## src/rtl/disparity_search_ctrl_if.sv

```systemverilog
// Handshake bundle between the disparity search controller and its neighbours:
// column requests, window fetches, SSD results and the winning disparity.
interface disparity_search_ctrl_if #(
  parameter int unsigned OFF_W = 5,
  parameter int unsigned X_W   = 9,
  parameter int unsigned SSD_W = 9
) ();
  logic             req_valid_in;
  logic [X_W-1:0]   req_x_in;
  logic             req_ready_out;
  logic             fetch_valid_out;
  logic [OFF_W-1:0] fetch_offset_out;
  logic             fetch_ready_in;
  logic             ssd_valid_in;
  logic [SSD_W-1:0] ssd_in;
  logic             disp_valid_out;
  logic [OFF_W-1:0] disp_out;
  logic [SSD_W-1:0] disp_cost_out;
  logic             disp_ready_in;
  logic             busy_out;
  logic             err_out;

  modport slave (
    input  req_valid_in, req_x_in, fetch_ready_in, ssd_valid_in, ssd_in, disp_ready_in,
    output req_ready_out, fetch_valid_out, fetch_offset_out, disp_valid_out, disp_out,
           disp_cost_out, busy_out, err_out
  );

  modport master (
    output req_valid_in, req_x_in, fetch_ready_in, ssd_valid_in, ssd_in, disp_ready_in,
    input  req_ready_out, fetch_valid_out, fetch_offset_out, disp_valid_out, disp_out,
           disp_cost_out, busy_out, err_out
  );
endinterface

```

## src/rtl/disparity_search_ctrl.sv

```systemverilog
// Per-column disparity sweep: issues one window fetch per candidate offset,
// folds in-order SSD results into a running minimum, presents the winner.
module disparity_search_ctrl #(
  parameter int unsigned MAX_OFFSET = 30,
  parameter int unsigned OFF_W      = 5,
  parameter int unsigned X_W        = 9,
  parameter int unsigned SSD_W      = 9
) (
  input  logic                    clk_in,
  input  logic                    rst_in,
  disparity_search_ctrl_if.slave  bus
);

  // One extra bit so the receive count can reach d_max+1 for any legal MAX_OFFSET.
  localparam int unsigned CNT_W = OFF_W + 1;

  typedef enum logic [1:0] {IDLE, ISSUE, DRAIN, OUTPUT} state_t;

  state_t           state, state_nxt;
  logic [OFF_W-1:0] issue_cnt, issue_nxt;
  logic [OFF_W-1:0] d_max, d_max_nxt;
  logic [OFF_W-1:0] best_d, best_d_nxt;
  logic [SSD_W-1:0] best_cost, best_cost_nxt;
  logic [CNT_W-1:0] rcv_cnt, rcv_nxt, rcv_end;
  logic             err_nxt;
  logic             collecting, accept;

  logic             req_ready_q, busy_q, err_q;
  logic             fetch_valid_q, disp_valid_q;
  logic [OFF_W-1:0] fetch_offset_q, disp_q;
  logic [SSD_W-1:0] disp_cost_q;

  // Next-state, counters and running minimum.
  always_comb begin
    state_nxt     = state;
    issue_nxt     = issue_cnt;
    d_max_nxt     = d_max;
    best_d_nxt    = best_d;
    best_cost_nxt = best_cost;
    rcv_nxt       = rcv_cnt;
    err_nxt       = err_q;
    rcv_end       = CNT_W'(d_max) + CNT_W'(1);
    collecting    = (state == ISSUE) || (state == DRAIN);
    accept        = bus.ssd_valid_in && collecting && (rcv_cnt != rcv_end);

    if (bus.ssd_valid_in && !accept) begin
      err_nxt = 1'b1;
    end
    // First result seeds the minimum; strict compare keeps the smaller d on ties.
    if (accept) begin
      rcv_nxt = rcv_cnt + CNT_W'(1);
      if ((rcv_cnt == '0) || (bus.ssd_in < best_cost)) begin
        best_cost_nxt = bus.ssd_in;
        best_d_nxt    = OFF_W'(rcv_cnt);
      end
    end

    case (state)
      IDLE: begin
        if (bus.req_valid_in && req_ready_q) begin
          d_max_nxt = (bus.req_x_in < X_W'(MAX_OFFSET)) ? OFF_W'(bus.req_x_in)
                                                        : OFF_W'(MAX_OFFSET);
          issue_nxt = '0;
          rcv_nxt   = '0;
          state_nxt = ISSUE;
        end
      end
      ISSUE: begin
        if (fetch_valid_q && bus.fetch_ready_in) begin
          issue_nxt = issue_cnt + OFF_W'(1);
          if (issue_cnt == d_max) begin
            state_nxt = DRAIN;
          end
        end
      end
      DRAIN: begin
        if (rcv_nxt == rcv_end) begin
          state_nxt = OUTPUT;
        end
      end
      OUTPUT: begin
        if (disp_valid_q && bus.disp_ready_in) begin
          state_nxt = IDLE;
        end
      end
      default: state_nxt = IDLE;
    endcase
  end

  // State, datapath and registered outputs derived from the next state.
  always_ff @(posedge clk_in or negedge rst_in) begin
    if (!rst_in) begin
      state          <= IDLE;
      issue_cnt      <= '0;
      d_max          <= '0;
      best_d         <= '0;
      best_cost      <= '0;
      rcv_cnt        <= '0;
      req_ready_q    <= 1'b0;
      busy_q         <= 1'b0;
      err_q          <= 1'b0;
      fetch_valid_q  <= 1'b0;
      fetch_offset_q <= '0;
      disp_valid_q   <= 1'b0;
      disp_q         <= '0;
      disp_cost_q    <= '0;
    end else begin
      state          <= state_nxt;
      issue_cnt      <= issue_nxt;
      d_max          <= d_max_nxt;
      best_d         <= best_d_nxt;
      best_cost      <= best_cost_nxt;
      rcv_cnt        <= rcv_nxt;
      req_ready_q    <= (state_nxt == IDLE);
      busy_q         <= (state_nxt != IDLE);
      err_q          <= err_nxt;
      fetch_valid_q  <= (state_nxt == ISSUE);
      fetch_offset_q <= (state_nxt == ISSUE) ? issue_nxt : '0;
      disp_valid_q   <= (state_nxt == OUTPUT);
      if ((state_nxt == OUTPUT) && (state != OUTPUT)) begin
        disp_q      <= best_d_nxt;
        disp_cost_q <= best_cost_nxt;
      end
    end
  end

  assign bus.req_ready_out    = req_ready_q;
  assign bus.busy_out         = busy_q;
  assign bus.err_out          = err_q;
  assign bus.fetch_valid_out  = fetch_valid_q;
  assign bus.fetch_offset_out = fetch_offset_q;
  assign bus.disp_valid_out   = disp_valid_q;
  assign bus.disp_out         = disp_q;
  assign bus.disp_cost_out    = disp_cost_q;

endmodule
```

## src/flat_wrapper.sv

```systemverilog
// flat-port wrapper written by rule: the top's interface ports become plain ports
module disparity_search_ctrl_flat 
#(
  parameter int unsigned MAX_OFFSET = 30,
  parameter int unsigned OFF_W      = 5,
  parameter int unsigned X_W        = 9,
  parameter int unsigned SSD_W      = 9
)
  (clk_in, rst_in, bus_req_valid_in, bus_req_x_in, bus_fetch_ready_in, bus_ssd_valid_in, bus_ssd_in, bus_disp_ready_in, bus_req_ready_out, bus_fetch_valid_out, bus_fetch_offset_out, bus_disp_valid_out, bus_disp_out, bus_disp_cost_out, bus_busy_out, bus_err_out);
  disparity_search_ctrl_if #(.OFF_W(OFF_W), .X_W(X_W), .SSD_W(SSD_W)) bus_i ();
  input  logic clk_in;
  input  logic rst_in;
  input wire logic [$bits(bus_i.req_valid_in)-1:0] bus_req_valid_in;
  input wire logic [$bits(bus_i.req_x_in)-1:0] bus_req_x_in;
  input wire logic [$bits(bus_i.fetch_ready_in)-1:0] bus_fetch_ready_in;
  input wire logic [$bits(bus_i.ssd_valid_in)-1:0] bus_ssd_valid_in;
  input wire logic [$bits(bus_i.ssd_in)-1:0] bus_ssd_in;
  input wire logic [$bits(bus_i.disp_ready_in)-1:0] bus_disp_ready_in;
  output wire logic [$bits(bus_i.req_ready_out)-1:0] bus_req_ready_out;
  output wire logic [$bits(bus_i.fetch_valid_out)-1:0] bus_fetch_valid_out;
  output wire logic [$bits(bus_i.fetch_offset_out)-1:0] bus_fetch_offset_out;
  output wire logic [$bits(bus_i.disp_valid_out)-1:0] bus_disp_valid_out;
  output wire logic [$bits(bus_i.disp_out)-1:0] bus_disp_out;
  output wire logic [$bits(bus_i.disp_cost_out)-1:0] bus_disp_cost_out;
  output wire logic [$bits(bus_i.busy_out)-1:0] bus_busy_out;
  output wire logic [$bits(bus_i.err_out)-1:0] bus_err_out;
  assign bus_i.req_valid_in = bus_req_valid_in;
  assign bus_i.req_x_in = bus_req_x_in;
  assign bus_i.fetch_ready_in = bus_fetch_ready_in;
  assign bus_i.ssd_valid_in = bus_ssd_valid_in;
  assign bus_i.ssd_in = bus_ssd_in;
  assign bus_i.disp_ready_in = bus_disp_ready_in;
  assign bus_req_ready_out = bus_i.req_ready_out;
  assign bus_fetch_valid_out = bus_i.fetch_valid_out;
  assign bus_fetch_offset_out = bus_i.fetch_offset_out;
  assign bus_disp_valid_out = bus_i.disp_valid_out;
  assign bus_disp_out = bus_i.disp_out;
  assign bus_disp_cost_out = bus_i.disp_cost_out;
  assign bus_busy_out = bus_i.busy_out;
  assign bus_err_out = bus_i.err_out;
  disparity_search_ctrl #(.MAX_OFFSET(MAX_OFFSET), .OFF_W(OFF_W), .X_W(X_W), .SSD_W(SSD_W)) u_core (.clk_in(clk_in), .rst_in(rst_in), .bus(bus_i));
endmodule
```

## config.mk

```make
export PLATFORM = sky130hd
export DESIGN_NAME = disparity_search_ctrl_flat
export DESIGN_NICKNAME = d
export VERILOG_FILES = /design/src/rtl/disparity_search_ctrl_if.sv /design/src/rtl/disparity_search_ctrl.sv /design/src/flat_wrapper.sv
export SDC_FILE = /design/constraint.sdc
export NUM_CORES = 1
export LEC_CHECK = 0
export BUFFER_PORTS_ARGS = -buffer_cell sky130_fd_sc_hd__buf_4
export CAP_MARGIN = 20
export CORE_UTILIZATION = 45
export CTS_BUF_LIST = sky130_fd_sc_hd__clkbuf_16
export DETAILED_ROUTE_END_ITERATION = 8
export PLACE_DENSITY = 0.74
export SLEW_MARGIN = 10
export SYNTH_ARGS = -nofsm -noshare
export SYNTH_HDL_FRONTEND = slang
export SYNTH_SLANG_ARGS = --single-unit
```

## constraint.sdc

```tcl
create_clock -name clk_in -period 3 [get_ports clk_in]
set_input_delay 0.15 -clock clk_in [delete_from_list [all_inputs] [get_ports clk_in]]
set_output_delay 0.15 -clock clk_in [all_outputs]
set_load 0.01 [all_outputs]
```

==> flow_metrics.tcl, run 1 <==
set metrics [dict create \
    status "completed" \
    slew_headroom 0.539 \
    utilization 0.578 \
    r2r_start "u_core.rcv_cnt[3]" \
    end_kind "flop" \
    yosysWarnings 0 \
    placed_area_um2 3430 \
    synth_edf_count 0 \
    syn_area_um2 2930 \
    slew_viol_final 0 \
    grt_start_max_net_pins 57 \
    powerDensity_nw_per_um2 748 \
    vias 2139 \
    dieHeight_um 82.6 \
    synthDistinctLibCells 46 \
    ant_nets 0 \
    regArea_um2 1400 \
    skew_ns 0.00709 \
    drt_iter0_drc 135 \
    cts_tree "done" \
    min_from "bus_req_x_in[2]" \
    postSynthCellCount 262 \
    ir_drop_v 0.000457 \
    drtPass1Iterations 4 \
    via_per_inst 5.35 \
    rows 29 \
    cp_max_fo 7 \
    clockBufferDepth 2 \
    setup_ws_ns 0.137 \
    nets 362 \
    antenna_cells 0 \
    worstMarginPinSlew_ns 0.692 \
    path_clk_slew_ns 0.07 \
    grt_pass1_vias 2054 \
    multi_input_area_um2 1440 \
    wl_per_cell_um 14.6 \
    clock_latency_ns 0.29 \
    tns_ns 0 \
    fillCellCount 536 \
    final_cell_area_um2 3650 \
    h-tree-depth 2 \
    die_area_um2 6830 \
    hp-class "input pin to flop" \
    grtUsageTotal 0.190 \
    syn_nets 302 \
    io_pins 48 \
    die_x_um 82.6 \
    period_minus_slack_ns 2.86 \
    setup_viol 0 \
    hold_viol 0 \
    numPortBuffers 47 \
    initial_core_util 0.464 \
    arrival_ns 3.04 \
    drive_above_1_share 0.276 \
    grt.overflow.total 0 \
    core-area_um2 6310 \
    synth_seq_cells 56 \
    wl_um 5840 \
    grt_pass1_wl_um 9700 \
    hpwl_um 4310 \
    async_flop_share 1.00 \
    grt_setup_unrepaired "no" \
    cp-start-kind "flop" \
    antenna_found_initial 0 \
    cap_violations 0 \
    ys_seq_area_frac 0.479 \
    cts.sinks 56 \
    numCtsBuffers 5 \
    crit_required_ns 3.18 \
    finalPower_mw 2.73 \
    fmax_ghz 0.349 \
    globalplace.congestion 0.867 \
    root_buffer "clkbuf_16" \
    crit_type "flop to flop" \
    areaGrowthSynthToFinish_pct 24.8 \
    dp_worst_setup_slack_ns 0.00154 \
    synth_flop_cell "dfrtp_1" \
    p_leak_nw 1.81 \
    crit_start "u_core.rcv_cnt[3]" \
    syn_area_per_cell_um2 11.2 \
    fin_crit_sh 0.954 \
    drc 0 \
]
==> cell usage in the layout, fill, tap and decap left out, types with 6 or more instances in the layout <==
master   Yosys  routed
a21oi_1      8       8
mux2_2      17      17
mux2_1      10      10
xor2_1      11      11
nand3_1      7       7
ha_1        16      16
nor2_1      20      20
nand2_1     19      19
xnor2_1     10      10
o21ai_0      6       6
buf_4        0      56
inv_1       19      19
dfrtp_1     56      56
==> where the power goes <==
group | total [mW] | switching, mW | leakage (nW) | internal, mW
Combinational | 0.952 | 0.517 | 0.995 | 0.435
Clock | 0.747 | 0.266 | 0.0944 | 0.481
Sequential | 1.03 | 0.119 | 0.723 | 0.913
Total | 2.73 | 0.901 | 1.81 | 1.83
==> Yosys cell counts, types with 4 or more instances <==
cell type / n / area, µm²
nand2_1: 19 / 71.3
o21ai_0: 6 / 30.0
inv_1: 19 / 71.3
dfrtp_1: 56 / 1400
o22a_1: 5 / 43.8
nor4_1: 6 / 37.5
mux2_2: 17 / 191
mux2_1: 10 / 113
ha_1: 16 / 200
nor2_1: 20 / 75.1
xor2_1: 11 / 96.3
nand3_1: 7 / 35.0
clkbuf_1: 4 / 15.0
nor3_1: 5 / 25.0
xnor2_1: 10 / 87.6
a21oi_1: 8 / 40.0
==> kinds of logic after synthesis <==
family	share of synthesized area
AOI/OAI and AO/OA	0.108
xor gates and xnor gates	0.0787
adders and majority gates	0.0684
buffers and inverters	0.0351
DFF	0.479
muxes	0.104
and+or+nand+nor	0.127
==> critical path, cell delays in order, from the launching register on <==
cell and delay, ns:
dfrtp_1 0.48, xnor2_1 0.30, xor2_1 0.29, nor2_1 0.12, a211oi_1 0.40, xor2_1 0.20, o41ai_4 0.44, buf_6 0.19
mux2_2 0.34
==> path summary, 6_finish.rpt <==
path	slack, ns	to	cells past startpoint
max in group asynchronous	2.09	u_core.d_max[0]	2
worst max register to register	0.14	u_core.bus.disp_out[3]	8
worst min-delay path	0.08	u_core.d_max[2]	2
min in group asynchronous	0.44	u_core.bus.disp_cost_out[7]	2
worst min register to register	0.48	u_core.bus.err_out	1
worst max-delay path	0.14	u_core.bus.disp_out[3]	8
==> through the flow <==
stage	instances	hold WS (ns)
finish	400	0.0787
global route	400	0.0805
CTS	400	0.0763
detailed placement	391	0.246
global placement	391	0.235
floorplan	262	-0.146
==> per-layer routing <==
metal  track usage  vias up  share of wire
met5             0        -              0
met4        0.0621        0          0.013
met3        0.0297        4          0.024
met2         0.290       29           0.48
met1         0.276     1058           0.48
li1              -     1048              -
==> registers in the layout (all words and copies together) (netlist names) <==
register and count:
u_core.bus.disp_out 5, u_core.bus.disp_valid_out 1, u_core.best_d 5, u_core.issue_cnt 5
u_core.rcv_cnt 6, u_core.bus.fetch_valid_out 1, u_core.best_cost 9, u_core.bus.req_ready_out 1
u_core.state 2, u_core.bus.err_out 1, u_core.bus.disp_cost_out 9, u_core.d_max 5
u_core.bus.busy_out 1, u_core.bus.fetch_offset_out 5
==> final cells by class <==
class | instances | share of cell area
repair buffers | 59 | 0.124
clock inverters | 3 | 0.0188
clock buffers | 5 | 0.0343
multi-input cells | 181 | 0.393
well taps | 77 | 0.0264
flip-flops and latches | 56 | 0.384
inverters | 19 | 0.0195
==> repair_timing <==
| action | CTS | global route |
|---|---|---|
| hold buffers | 1 | 0 |
| setup endpoints to repair | 0 | 14 |
| endpoints found under the hold margin | 56 | 0 |
| resized for setup | 0 | 5 |
| setup buffers | 0 | 0 |
No activity file was read; power rests on OpenSTA's default activity.
==> run 2: changes to the inputs <==
--- a/config.mk
+++ b/config.mk
@@ -10,6 +10,7 @@
 export CORE_UTILIZATION = 45
 export CTS_BUF_LIST = sky130_fd_sc_hd__clkbuf_16
 export DETAILED_ROUTE_END_ITERATION = 8
+export GPL_TIMING_DRIVEN = 0
 export PLACE_DENSITY = 0.74
 export SLEW_MARGIN = 10
 export SYNTH_ARGS = -nofsm -noshare
==> run 2 against run 1 <==
Worst setup slack got worse by 0.13 ns. Final area increased by 2.0%. Clock-buffer cell count unchanged. Clock skew decreased by 0.0016 ns. Non-clock buffer count increased by 2. Via count increased by 2.3%. Hold slack got worse by 0.0064 ns. Fmax decreased by 4.3%. Largest power group unchanged. Core utilization increased by 1.1 points. Final cell count increased by 0.25%.
==> flow_metrics.tcl, run 2 (same netlist as run 1, synthesis figures left out) <==
set metrics [dict create \
    status "completed" \
    fin_crit_sh 0.998 \
    cts_tree "done" \
    cp_max_fo 5 \
    r2r_slack_ns 0.007 \
    worstPathCellList "ha_4 > xor3_2 > nor4_4 > o311ai_1 > a2111o_1 > o41ai_4 > buf_6 > clkbuf_16 > mux2_4" \
    holdPathStages 2 \
    cap_violations 0 \
    die_x_um 82.6 \
    hp-class "input pin to flop" \
    dp_worst_setup_slack_ns -0.317 \
    setup_viol 0 \
    fmax_ghz 0.334 \
    period_minus_slack_ns 2.99 \
    drtPass1Iterations 4 \
    grt_setup_unrepaired "yes" \
    vias 2188 \
    globalplace.congestion 0.851 \
    grt_pass1_wl_um 9580 \
    slew_viol_final 0 \
    skew_ns 0.00550 \
    cpPeakStageDelay_ns 0.46 \
    nets 364 \
    grt_pass1_vias 2027 \
    antenna_found_initial 0 \
    powerDensity_nw_per_um2 696 \
    grt.overflow.total 0 \
    setup_ws_ns 0.00664 \
    grt_start_max_net_pins 57 \
    crit_path_end "u_core.bus.disp_cost_out[3]" \
    clock_latency_ns 0.29 \
    root_buffer "clkbuf_16" \
    clockBufferDepth 2 \
    crit_required_ns 3.18 \
    worst_path_dominant_cell_family "compound AO/OA/AOI/OAI gates" \
    cp-start-kind "flop" \
    crit_cells 9 \
    drc 0 \
    grtUsageTotal 0.187 \
    ir_drop_v 0.000366 \
    slew_headroom 0.547 \
    drt_iter0_drc 132 \
    cp_slowest_cell "a2111o_1" \
    crit_type "flop to flop" \
    utilization 0.590 \
    final_cell_mix "buf_4, dfrtp_1, nor2_1, inv_1, nand2_1" \
    initial_core_util 0.464 \
    numCtsBuffers 5 \
    wl_per_cell_um 15.2 \
    die_area_um2 6830 \
    r2r_cells 9 \
    hold_viol 0 \
    end_kind "flop" \
    io_pins 48 \
    r2r_start "u_core.d_max[1]" \
    r2r_end "u_core.bus.disp_cost_out[3]" \
    rows 29 \
    p_leak_nw 1.80 \
    fillCellCount 532 \
    worstMarginPinSlew_ns 0.680 \
    arrival_ns 3.17 \
    hpwl_um 4190 \
    crit_start "u_core.d_max[1]" \
    wl_um 6110 \
    finalPower_mw 2.59 \
    final_cells 401 \
    numPortBuffers 47 \
    path_clk_slew_ns 0.07 \
    areaGrowthSynthToFinish_pct 27.2 \
    core-area_um2 6310 \
    ant_nets 0 \
    via_per_inst 5.46 \
    path_buf_inv 2 \
    h-tree-depth 2 \
    drive_above_1_share 0.330 \
    antenna_cells 0 \
    tns_ns 0 \
    cts.sinks 56 \
    dieHeight_um 82.6 \
    placed_cells 386 \
]
run 2: cell count changes in the layout (fill, tap and decap cells not counted), sizes merged:
cell | before | now
bufinv | 2 | 0
clkinv | 0 | 2
buf | 58 | 56
clkbuf | 5 | 9
inv | 20 | 19
run 2: how the worst min path moves through the flow:
stage / startpoint / end
after floorplan: rst_in / u_core.best_cost[0]
after global placement: rst_in / u_core.bus.disp_cost_out[7]
after detailed placement: rst_in / u_core.bus.disp_cost_out[7]
after CTS: bus_req_x_in[2] / u_core.d_max[2]
after global routing: bus_req_x_in[2] / u_core.d_max[2]
final: bus_req_x_in[2] / u_core.d_max[2]
run 2: area by class of cell:
cell class              count  area, µm²  share of cell area
plain buffers               5       36.3             0.00975
clock inverters             2       12.5             0.00336
flip-flops and latches     56       1410               0.378
inverters                  19       71.3              0.0192
repair buffers             56        448               0.120
multi-input cells         181       1530               0.410
well taps                  77       96.3              0.0259
clock buffers               5        125              0.0336
run 2: layer usage:
| layer | up-vias | track usage | routed length [µm] | share of wire |
|---|---|---|---|---|
| met5 | - | 0 | 0 | 0 |
| met4 | 0 | 0.0672 | 90 | 0.015 |
| met3 | 9 | 0.0407 | 205 | 0.034 |
| met2 | 41 | 0.281 | 2960 | 0.49 |
| met1 | 1082 | 0.266 | 2850 | 0.47 |
| li1 | 1056 | - | - | - |
run 2: timing repair:
item,CTS,global route
pin swaps,4,7
endpoints found under the hold margin,56,0
cloned,0,1
gates resized for setup,14,18
hold buffers,1,0
endpoints found under the setup margin,23,24
setup buffers,4,3
run 2: per-stage QoR:
step | hold WS, ns | instance area, µm²
3_5_place_dp | 0.238 | 3380
4_1_cts | 0.0771 | 3620
3_3_place_gp | 0.237 | 3380
5_1_grt | 0.0777 | 3720
6_report | 0.0723 | 3720
2_1_floorplan | -0.146 | 2930
run 2: power breakdown:
group | switching (mW) | internal (mW)
combinational | 0.529 | 0.453
clock | 0.261 | 0.304
sequential | 0.129 | 0.914
